$ cat src/rtl/mdbrot_view_ctrl_if.sv
// Command handshake, render handshake and window outputs of the Mandelbrot view controller.
`timescale 1ns/1ps
interface mdbrot_view_ctrl_if;
  logic        cmd_valid;
  logic [2:0]  cmd;
  logic        cmd_ready;
  logic        render_start;
  logic        render_done;
  logic        busy;
  logic [31:0] xmin;
  logic [31:0] xmax;
  logic [31:0] ymin;
  logic [31:0] ymax;
  logic [31:0] Xscale;
  logic [31:0] Yscale;
  logic [12:0] max_iter;

  modport master (
    output cmd_valid, cmd, render_done,
    input  cmd_ready, render_start, busy, xmin, xmax, ymin, ymax, Xscale, Yscale, max_iter
  );

  modport slave (
    input  cmd_valid, cmd, render_done,
    output cmd_ready, render_start, busy, xmin, xmax, ymin, ymax, Xscale, Yscale, max_iter
  );
endinterface

$ cat src/rtl/mdbrot_view_ctrl.sv
// Viewport controller and frame sequencer: holds the Q11.20 complex-plane window
// (20 fractional bits), applies user commands and launches one 160x120 render per command.
`timescale 1ns/1ps
module mdbrot_view_ctrl #(
  parameter logic [31:0] X0        = 32'hFFE00000,
  parameter logic [31:0] Y0        = 32'hFFF00000,
  parameter logic [31:0] SCALE0    = 32'h00004000,
  parameter logic [31:0] MIN_SCALE = 32'h00000001,
  parameter logic [31:0] MAX_SCALE = 32'h00010000,
  parameter logic [31:0] PAN_PX    = 32'd16,
  parameter logic [12:0] ITER      = 13'd64
) (
  input logic               clk,
  input logic               rst,
  mdbrot_view_ctrl_if.slave bus
);

  typedef enum logic [2:0] {IDLE, APPLY, BOUNDS, LAUNCH, WAIT} state_t;

  localparam logic [2:0] CMD_REDRAW   = 3'd0;
  localparam logic [2:0] CMD_ZOOM_IN  = 3'd1;
  localparam logic [2:0] CMD_ZOOM_OUT = 3'd2;
  localparam logic [2:0] CMD_LEFT     = 3'd3;
  localparam logic [2:0] CMD_RIGHT    = 3'd4;
  localparam logic [2:0] CMD_UP       = 3'd5;
  localparam logic [2:0] CMD_DOWN     = 3'd6;
  localparam logic [2:0] CMD_RESET    = 3'd7;

  localparam logic [31:0] XMAX0 = X0 + 32'd160 * SCALE0;
  localparam logic [31:0] YMAX0 = Y0 + 32'd120 * SCALE0;

  state_t      state;
  logic [31:0] xmin, xmax, ymin, ymax, scale;
  logic        pend_full;
  logic [2:0]  pend_cmd;
  logic        render_start;
  logic        busy;
  logic        accept;

  // Shift-add products of the current scale: zoom re-centring offsets and window spans.
  logic [31:0] s40, s30, s80, s60, span_x, span_y, pan;
  assign s40    = (scale << 5) + (scale << 3);
  assign s30    = (scale << 5) - (scale << 1);
  assign s80    = (scale << 6) + (scale << 4);
  assign s60    = (scale << 6) - (scale << 2);
  assign span_x = (scale << 7) + (scale << 5);
  assign span_y = (scale << 7) - (scale << 3);
  assign pan    = scale * PAN_PX;

  // Ready must drop while reset is asserted even though the state already reads IDLE.
  assign bus.cmd_ready    = rst && ((state == IDLE) || ((state == WAIT) && !pend_full));
  assign accept           = bus.cmd_valid && bus.cmd_ready;
  assign bus.render_start = render_start;
  assign bus.busy         = busy;
  assign bus.xmin         = xmin;
  assign bus.xmax         = xmax;
  assign bus.ymin         = ymin;
  assign bus.ymax         = ymax;
  assign bus.Xscale       = scale;
  assign bus.Yscale       = scale;
  assign bus.max_iter     = ITER;

  always_ff @(posedge clk or negedge rst) begin
    if (!rst) begin
      state        <= IDLE;
      pend_full    <= 1'b0;
      pend_cmd     <= CMD_REDRAW;
      render_start <= 1'b0;
      busy         <= 1'b0;
      xmin         <= X0;
      ymin         <= Y0;
      scale        <= SCALE0;
      xmax         <= XMAX0;
      ymax         <= YMAX0;
    end else begin
      render_start <= 1'b0;
      case (state)
        IDLE: begin
          if (accept) begin
            pend_cmd  <= bus.cmd;
            pend_full <= 1'b1;
            busy      <= 1'b1;
            state     <= APPLY;
          end
        end
        APPLY: begin
          pend_full <= 1'b0;
          state     <= BOUNDS;
          case (pend_cmd)
            CMD_ZOOM_IN: begin
              if (scale > MIN_SCALE) begin
                xmin  <= xmin + s40;
                ymin  <= ymin + s30;
                scale <= scale >> 1;
              end
            end
            CMD_ZOOM_OUT: begin
              if (scale < MAX_SCALE) begin
                xmin  <= xmin - s80;
                ymin  <= ymin - s60;
                scale <= scale << 1;
              end
            end
            CMD_LEFT:  xmin <= xmin - pan;
            CMD_RIGHT: xmin <= xmin + pan;
            CMD_UP:    ymin <= ymin - pan;
            CMD_DOWN:  ymin <= ymin + pan;
            CMD_RESET: begin
              xmin  <= X0;
              ymin  <= Y0;
              scale <= SCALE0;
            end
            default: ;
          endcase
        end
        BOUNDS: begin
          xmax         <= xmin + span_x;
          ymax         <= ymin + span_y;
          render_start <= 1'b1;
          state        <= LAUNCH;
        end
        LAUNCH: state <= WAIT;
        // A command accepted in the same cycle as render_done still counts as queued.
        WAIT: begin
          if (accept) begin
            pend_cmd  <= bus.cmd;
            pend_full <= 1'b1;
          end
          if (bus.render_done) begin
            if (pend_full || accept) begin
              state <= APPLY;
            end else begin
              state <= IDLE;
              busy  <= 1'b0;
            end
          end
        end
        default: begin
          state     <= IDLE;
          busy      <= 1'b0;
          pend_full <= 1'b0;
        end
      endcase
    end
  end

endmodule

$ cat src/flat_wrapper.sv
// flat-port wrapper written by rule: the top's interface ports become plain ports
module mdbrot_view_ctrl_flat 
#(
  parameter logic [31:0] X0        = 32'hFFE00000,
  parameter logic [31:0] Y0        = 32'hFFF00000,
  parameter logic [31:0] SCALE0    = 32'h00004000,
  parameter logic [31:0] MIN_SCALE = 32'h00000001,
  parameter logic [31:0] MAX_SCALE = 32'h00010000,
  parameter logic [31:0] PAN_PX    = 32'd16,
  parameter logic [12:0] ITER      = 13'd64
)
  (clk, rst, bus_cmd_valid, bus_cmd, bus_render_done, bus_cmd_ready, bus_render_start, bus_busy, bus_xmin, bus_xmax, bus_ymin, bus_ymax, bus_Xscale, bus_Yscale, bus_max_iter);
  mdbrot_view_ctrl_if bus_i ();
  input logic clk;
  input logic rst;
  input wire logic [$bits(bus_i.cmd_valid)-1:0] bus_cmd_valid;
  input wire logic [$bits(bus_i.cmd)-1:0] bus_cmd;
  input wire logic [$bits(bus_i.render_done)-1:0] bus_render_done;
  output wire logic [$bits(bus_i.cmd_ready)-1:0] bus_cmd_ready;
  output wire logic [$bits(bus_i.render_start)-1:0] bus_render_start;
  output wire logic [$bits(bus_i.busy)-1:0] bus_busy;
  output wire logic [$bits(bus_i.xmin)-1:0] bus_xmin;
  output wire logic [$bits(bus_i.xmax)-1:0] bus_xmax;
  output wire logic [$bits(bus_i.ymin)-1:0] bus_ymin;
  output wire logic [$bits(bus_i.ymax)-1:0] bus_ymax;
  output wire logic [$bits(bus_i.Xscale)-1:0] bus_Xscale;
  output wire logic [$bits(bus_i.Yscale)-1:0] bus_Yscale;
  output wire logic [$bits(bus_i.max_iter)-1:0] bus_max_iter;
  assign bus_i.cmd_valid = bus_cmd_valid;
  assign bus_i.cmd = bus_cmd;
  assign bus_i.render_done = bus_render_done;
  assign bus_cmd_ready = bus_i.cmd_ready;
  assign bus_render_start = bus_i.render_start;
  assign bus_busy = bus_i.busy;
  assign bus_xmin = bus_i.xmin;
  assign bus_xmax = bus_i.xmax;
  assign bus_ymin = bus_i.ymin;
  assign bus_ymax = bus_i.ymax;
  assign bus_Xscale = bus_i.Xscale;
  assign bus_Yscale = bus_i.Yscale;
  assign bus_max_iter = bus_i.max_iter;
  mdbrot_view_ctrl #(.X0(X0), .Y0(Y0), .SCALE0(SCALE0), .MIN_SCALE(MIN_SCALE), .MAX_SCALE(MAX_SCALE), .PAN_PX(PAN_PX), .ITER(ITER)) u_core (.clk(clk), .rst(rst), .bus(bus_i));
endmodule
$ cat config.mk
export PLATFORM = sky130hd
export DESIGN_NAME = mdbrot_view_ctrl_flat
export DESIGN_NICKNAME = d
export VERILOG_FILES = /design/src/rtl/mdbrot_view_ctrl_if.sv /design/src/rtl/mdbrot_view_ctrl.sv /design/src/flat_wrapper.sv
export SDC_FILE = /design/constraint.sdc
export NUM_CORES = 1
export LEC_CHECK = 0
export BUFFER_PORTS_ARGS = -buffer_cell sky130_fd_sc_hd__buf_4
export CAP_MARGIN = 0
export CORE_UTILIZATION = 45
export DETAILED_ROUTE_END_ITERATION = 7
export PLACE_DENSITY_LB_ADDON = 0.05
export SLEW_MARGIN = 20
export SYNTH_ARGS = -nofsm -noshare
export SYNTH_HDL_FRONTEND = slang
export SYNTH_SLANG_ARGS = --single-unit
$ cat constraint.sdc
create_clock -name clk -period 5.2 [get_ports clk]
set_input_delay 1.04 -clock clk [delete_from_list [all_inputs] [get_ports clk]]
set_output_delay 1.04 -clock clk [all_outputs]
set_load 0.005 [all_outputs]
==> results.py, run 1 <==
metrics = {
    "status": {
        "run_status": "complete, no violations",
    },
    "critical_path": {
        "worst_r2r_path_depth": 16,
        "r2r-start": "u_core.bus.Xscale[2]$_DFFE_PN0P_",
        "endpoint_kind": "flop",
        "r2r_end": "u_core.bus.ymin[31]$_DFFE_PN1P_",
        "cp.arrival_ps": 5260,
        "reg2reg_slack_ps": 350,
        "crit_fanout": 6,
        "crit_type": "flop to flop",
        "startpoint_type": "flop",
        "crit_required_ps": 5610,
        "startpoint": "u_core.bus.Xscale[2]$_DFFE_PN0P_",
    },
    "floorplanning": {
        "die_y_um": 230.5,
        "die_w_um": 230.5,
        "fp.dieArea_mm2": 0.05311,
        "ioPinCount": 215,
        "coreArea_mm2": 0.05141,
        "num_rows": 83,
        "initial_utilization": 0.4569,
    },
    "timing": {
        "rsz0062_at_grt": "no",
        "finalSetupTns_ps": 0,
        "worstMarginPinSlew_ps": 1193,
        "final-setup-viol-count": 0,
        "period_needed_ps": 4850,
        "slew-limit-headroom": 0.1993,
        "fmax_mhz": 206.2,
        "finalHoldViolCount": 0,
        "drv_slew": 0,
        "whs_ps": 478.5,
        "period_share": 0.9328,
        "skew_ps": 17.84,
    },
    "routing": {
        "drtIter0Drc": 1665,
        "routed_via_density": 5.842,
        "drc_errors": 0,
        "wire_per_inst_um": 21.49,
        "wl_mm": 79.27,
        "antenna_left": 0,
        "vias": 21540,
        "dr.pass1.iters": 5,
    },
    "layout": {
        "drive_gt1_frac": 0.1263,
        "final_common_cell": "buf_4",
        "syn_to_final_growth_pct": 12.12,
        "fillers": 5091,
        "layout_common_cells": "buf_4 (276), inv_1 (263), nand2_1 (254)",
        "finalNetCount": 3409,
        "diodes": 0,
        "fin_util": 0.5123,
    },
    "logic_synthesis": {
        "ys_seq_elements": 169,
        "syn_area_per_cell_um2": 8.297,
        "synth_warnings": 0,
        "ys_seq_area_frac": 0.1815,
        "synth_edf_count": 0,
        "async_reset_ff_frac": 1.000,
        "synth_ff_type": "dfrtp_1",
        "yosysUniqueCellTypes": 87,
        "syn_area_mm2": 0.02349,
        "synth_cells": 2831,
    },
    "cts": {
        "cts_max_path_buffers": 2,
        "cts_buffers": 17,
        "cts_htree_levels": 4,
        "cts_setup_buffers": 0,
        "ctsHoldBuffers": 0,
        "cts_tree": "yes",
        "cts_resized": 0,
        "path_clk_slew_ps": 80,
        "clk_latency_ps": 510,
        "root_buffer": "clkbuf_16",
        "cts.sinks": 169,
    },
    "global_routing": {
        "grt_max_degree": 69,
        "antenna_found_initial": 1,
        "grt_pass1_vias": 20790,
        "grt_use_total": 0.3007,
        "gr-total-overflow": 0,
        "grt_pass1_wl_mm": 122.3,
    },
    "worst_hold_path": {
        "whs_path_depth": 2,
        "hold_path_end": "u_core.bus.ymax[6]$_DFFE_PN0P_",
        "hp-start": "u_core.bus.ymax[6]$_DFFE_PN0P_",
        "hp-class": "flop to flop",
    },
    "place": {
        "io_buffers": 201,
        "hpwl_mm": 63.49,
        "gp_congestion": 0.9439,
    },
    "run": {
        "drv_cap": 0,
    },
}
==> cell type report <==
type / count / area, um^2 / area share
repair buffers: 277 / 2086 / 0.07920
inverters: 265 / 994.7 / 0.03777
well taps: 680 / 850.8 / 0.03231
clock inverters: 15 / 155.1 / 0.005891
flip-flops and latches: 169 / 4264 / 0.1619
clock buffers: 17 / 425.4 / 0.01615
multi-input cells: 2265 / 17560 / 0.6668
==> cell usage after synthesis, types with 11 or more instances <==
master | n | area share
o21a_1 | 18 | 0.0058
xor2_1 | 79 | 0.029
xnor2_1 | 172 | 0.064
dfstp_2 | 28 | 0.031
and3_1 | 28 | 0.0075
nand3_1 | 62 | 0.013
or3_1 | 13 | 0.0035
a221oi_1 | 52 | 0.019
a211o_1 | 11 | 0.0041
ha_1 | 252 | 0.13
nand2_1 | 254 | 0.041
nor2b_1 | 18 | 0.0048
buf_4 | 48 | 0.015
o21bai_1 | 25 | 0.0080
a21o_1 | 106 | 0.034
nor2_1 | 182 | 0.029
buf_2 | 12 | 0.0026
o22ai_1 | 25 | 0.0067
o21ai_0 | 188 | 0.040
a21oi_1 | 251 | 0.053
o211ai_1 | 15 | 0.0048
inv_1 | 263 | 0.042
nand2b_1 | 42 | 0.011
o2111ai_1 | 12 | 0.0045
nand4_1 | 22 | 0.0059
dfrtp_1 | 141 | 0.15
a31oi_1 | 32 | 0.0085
a211oi_1 | 22 | 0.0070
fa_1 | 155 | 0.13
nor3_1 | 45 | 0.0096
clkbuf_1 | 76 | 0.012
==> how the worst max path moves through the flow <==
stage | end | slack [ps] | cells after the start
2_1_floorplan | u_core.bus.xmin[29]$_DFFE_PN1P_ | 400 | 20
3_3_place_gp | u_core.bus.xmin[31]$_DFFE_PN1P_ | 180 | 17
3_5_place_dp | u_core.bus.xmin[29]$_DFFE_PN1P_ | 230 | 19
4_1_cts | u_core.bus.xmin[29]$_DFFE_PN1P_ | 200 | 19
5_1_grt | u_core.bus.xmin[29]$_DFFE_PN1P_ | 50 | 19
6_report | u_core.bus.ymin[31]$_DFFE_PN1P_ | 350 | 16
==> cell families (layout without fill, tap and decap cells) <==
family | after synthesis | count (layout) | share of synthesized area
AOI/OAI and AO/OA | 865 | 865 | 0.2367
xor gates and xnor gates | 251 | 251 | 0.09359
adders and majority gates | 407 | 407 | 0.2663
buffers and inverters | 408 | 574 | 0.07415
DFF | 169 | 169 | 0.1815
muxes | 12 | 12 | 0.005380
other | 2 | 13 | 0.0003197
and+or+nand+nor | 717 | 717 | 0.1420
==> through the flow <==
stage	area, um^2	instances	worst slack [ps]
final	26340	3688	349.7
after global routing	26340	3688	54.44
after CTS	26320	3688	196.6
after detailed placement	25740	3656	226.8
after global placement	25740	3656	177.2
after floorplan	23530	2842	398.1
==> sequential cells by signal, indices dropped and copies added (netlist names), named ones only <==
register	cells
u_core.pend_full	1
u_core.bus.xmax	32
u_core.pend_cmd	3
u_core.bus.ymin	31
u_core.bus.busy	1
u_core.bus.xmin	29
u_core.state	3
u_core.bus.Xscale	32
u_core.bus.render_start	1
u_core.bus.ymax	32
==> layer usage <==
| metal | vias up | track usage | share of wire |
|---|---|---|---|
| li1 | 10260 | - | - |
| met1 | 10520 | 0.3948 | 0.44 |
| met2 | 652 | 0.5018 | 0.48 |
| met3 | 112 | 0.03841 | 0.048 |
| met4 | 0 | 0.1161 | 0.036 |
| met5 | - | 0 | 0 |
==> critical path, stage by stage (launching register included) <==
cell	delay, ps
dfrtp_1	380
nor2_1	210
and4_1	340
nand2_1	110
or4_1	520
nand2b_1	200
o21ai_0	240
xnor2_1	170
ha_1	390
nand2_1	110
o41ai_2	600
a311oi_2	260
o31ai_1	490
nand2b_1	140
mux2i_1	150
a2111oi_0	310
a31oi_1	130
Power of run 1 is not shown: default switching activity piles up to over one toggle a cycle in this logic, so the estimate is an artifact.
==> run 2: changes to the inputs <==
Settings changed: CORE_MARGIN set to 5, PLACE_DENSITY set to 0.6, PLACE_DENSITY_LB_ADDON 0.05 to not set.
==> run 2 against run 1 <==
Sequential share of layout area barely moved. Global-route usage fell by 3.1 points. Worst setup slack got worse by 5.3 ps. Clock skew fell by 0.85 ps. Sequential cell count did not move. Cell area barely moved. Worst hold slack got worse by 14 ps. Die area rose by 7.1%. Fmax fell by 0.11%. Non-clock buffer count fell by 7. Utilization fell by 0.12 points.
==> results.py, run 2 (synthesized netlist as in run 1, its figures left out) <==
metrics = {
    "run": {
        "drv_cap": 0,
    },
    "timing": {
        "worstMarginPinSlew_ps": 1051,
        "skew_ps": 16.99,
        "final-setup-viol-count": 0,
        "period_needed_ps": 4856,
        "worst_slack_ps": 344.4,
        "rsz0062_at_grt": "no",
        "finalHoldViolCount": 0,
        "drv_slew": 0,
        "slew-limit-headroom": 0.2989,
        "fmax_mhz": 205.9,
        "period_share": 0.9338,
        "finalSetupTns_ps": 0,
    },
    "floorplanning": {
        "fp.dieArea_mm2": 0.05687,
        "initial_utilization": 0.4560,
        "num_rows": 83,
        "coreArea_mm2": 0.05151,
        "die_y_um": 238.5,
        "die_w_um": 238.5,
        "ioPinCount": 215,
    },
    "layout": {
        "fin_cells": 3681,
        "drive_gt1_frac": 0.1230,
        "finalNetCount": 3402,
        "fillers": 5093,
        "fin_area_mm2": 0.02633,
        "layout_common_cells": "buf_4 (268), inv_1 (263), nand2_1 (254)",
        "syn_to_final_growth_pct": 12.09,
        "final_common_cell": "buf_4",
        "diodes": 0,
    },
    "routing": {
        "drc_errors": 0,
        "dr.pass1.iters": 6,
        "wl_mm": 78.37,
        "routed_via_density": 5.819,
        "wire_per_inst_um": 21.29,
        "antenna_left": 0,
        "vias": 21420,
        "drtIter0Drc": 1602,
    },
    "critical_path": {
        "cp.arrival_ps": 5290,
        "worst_r2r_path_depth": 19,
        "crit_required_ps": 5640,
        "startpoint_type": "flop",
        "r2r-start": "u_core.bus.Xscale[2]$_DFFE_PN0P_",
        "reg2reg_slack_ps": 340,
        "r2r_end": "u_core.bus.xmin[29]$_DFFE_PN1P_",
        "crit_fanout": 5,
        "endpoint_kind": "flop",
        "crit_type": "flop to flop",
        "startpoint": "u_core.bus.Xscale[2]$_DFFE_PN0P_",
    },
    "cts": {
        "ctsHoldBuffers": 0,
        "cts_buffers": 17,
        "clk_latency_ps": 510,
        "path_clk_slew_ps": 80,
        "root_buffer": "clkbuf_16",
        "cts_htree_levels": 4,
        "cts_max_path_buffers": 2,
        "cts_tree": "yes",
        "cts_resized": 0,
        "cts.sinks": 169,
        "cts_setup_buffers": 0,
    },
    "global_routing": {
        "grt_pass1_wl_mm": 120.4,
        "grt_max_degree": 133,
        "grt_pass1_vias": 20710,
        "antenna_found_initial": 2,
        "gr-total-overflow": 0,
        "grt_use_total": 0.2699,
    },
    "place": {
        "dpl_worst_slack_ps": 302.2,
        "gp_congestion": 0.9188,
        "place_area_mm2": 0.02572,
        "placedCellCount": 3649,
        "io_buffers": 201,
        "hpwl_mm": 61.90,
    },
    "worst_hold_path": {
        "hp-class": "input port to asynchronous set/reset pin",
    },
    "status": {
        "run_status": "complete, no violations",
    },
}
-- run 2: cell count changes in the layout (fill, tap and decap cells not counted), sizes merged --
cell    previous run  this run
clkinv             8         4
buf              276       269
bufinv             0         1
clkbuf            18        19
inv              270       272
-- run 2: how the worst max path moves through the flow --
| stage | endpoint | slack (ps) |
|---|---|---|
| floorplan | u_core.bus.xmin[29]$_DFFE_PN1P_ | 400 |
| global route | u_core.bus.ymin[31]$_DFFE_PN1P_ | 10 |
| detailed placement | u_core.bus.xmin[29]$_DFFE_PN1P_ | 300 |
| global placement | u_core.bus.xmin[29]$_DFFE_PN1P_ | 510 |
| finish | u_core.bus.xmin[29]$_DFFE_PN1P_ | 340 |
| CTS | u_core.bus.xmin[29]$_DFFE_PN1P_ | 260 |
-- run 2: layout make-up --
cell class / instances / area [um^2] / share of cell area
Inverter: 265 / 994.7 / 0.03778
Tap cell: 680 / 850.8 / 0.03231
Sequential cell: 169 / 4264 / 0.1620
Clock inverter: 14 / 171.4 / 0.006510
Multi-Input combinational cell: 2265 / 17560 / 0.6671
Clock buffer: 18 / 439.2 / 0.01668
Timing Repair Buffer: 270 / 2046 / 0.07770
-- run 2: critical path, stage by stage, from the launching register on --
cell and delay, ps:
dfrtp_1 390, nor2_1 170, and4_1 320, nand2_1 120
or4_1 500, nor2_1 250, nand4_1 160, nand2_1 120
xnor2_1 80, ha_1 340, nand3_1 140, or2_2 330
a2111oi_1 340, nor2_1 140, a21oi_1 190, o22ai_1 130
o21ai_1 280, nand2_1 130, or4b_1 490, a31oi_1 180
-- run 2: layer usage --
layer,GRT usage,routed length [um],up-vias
li1,-,-,10260
met1,0.3568,34410,10430
met2,0.4591,37640,623
met3,0.03329,3723,103
met4,0.09322,2575,2
met5,0,20,-
-- run 2: metrics by stage --
step                hold WS, ps  utilization
floorplan                 462.8            -
global placement          454.5       0.4993
detailed placement        465.1       0.4993
CTS                       444.4       0.5111
global route              472.2       0.5111
finish                    464.2       0.5111
Power of run 2 is left out for the same reason.
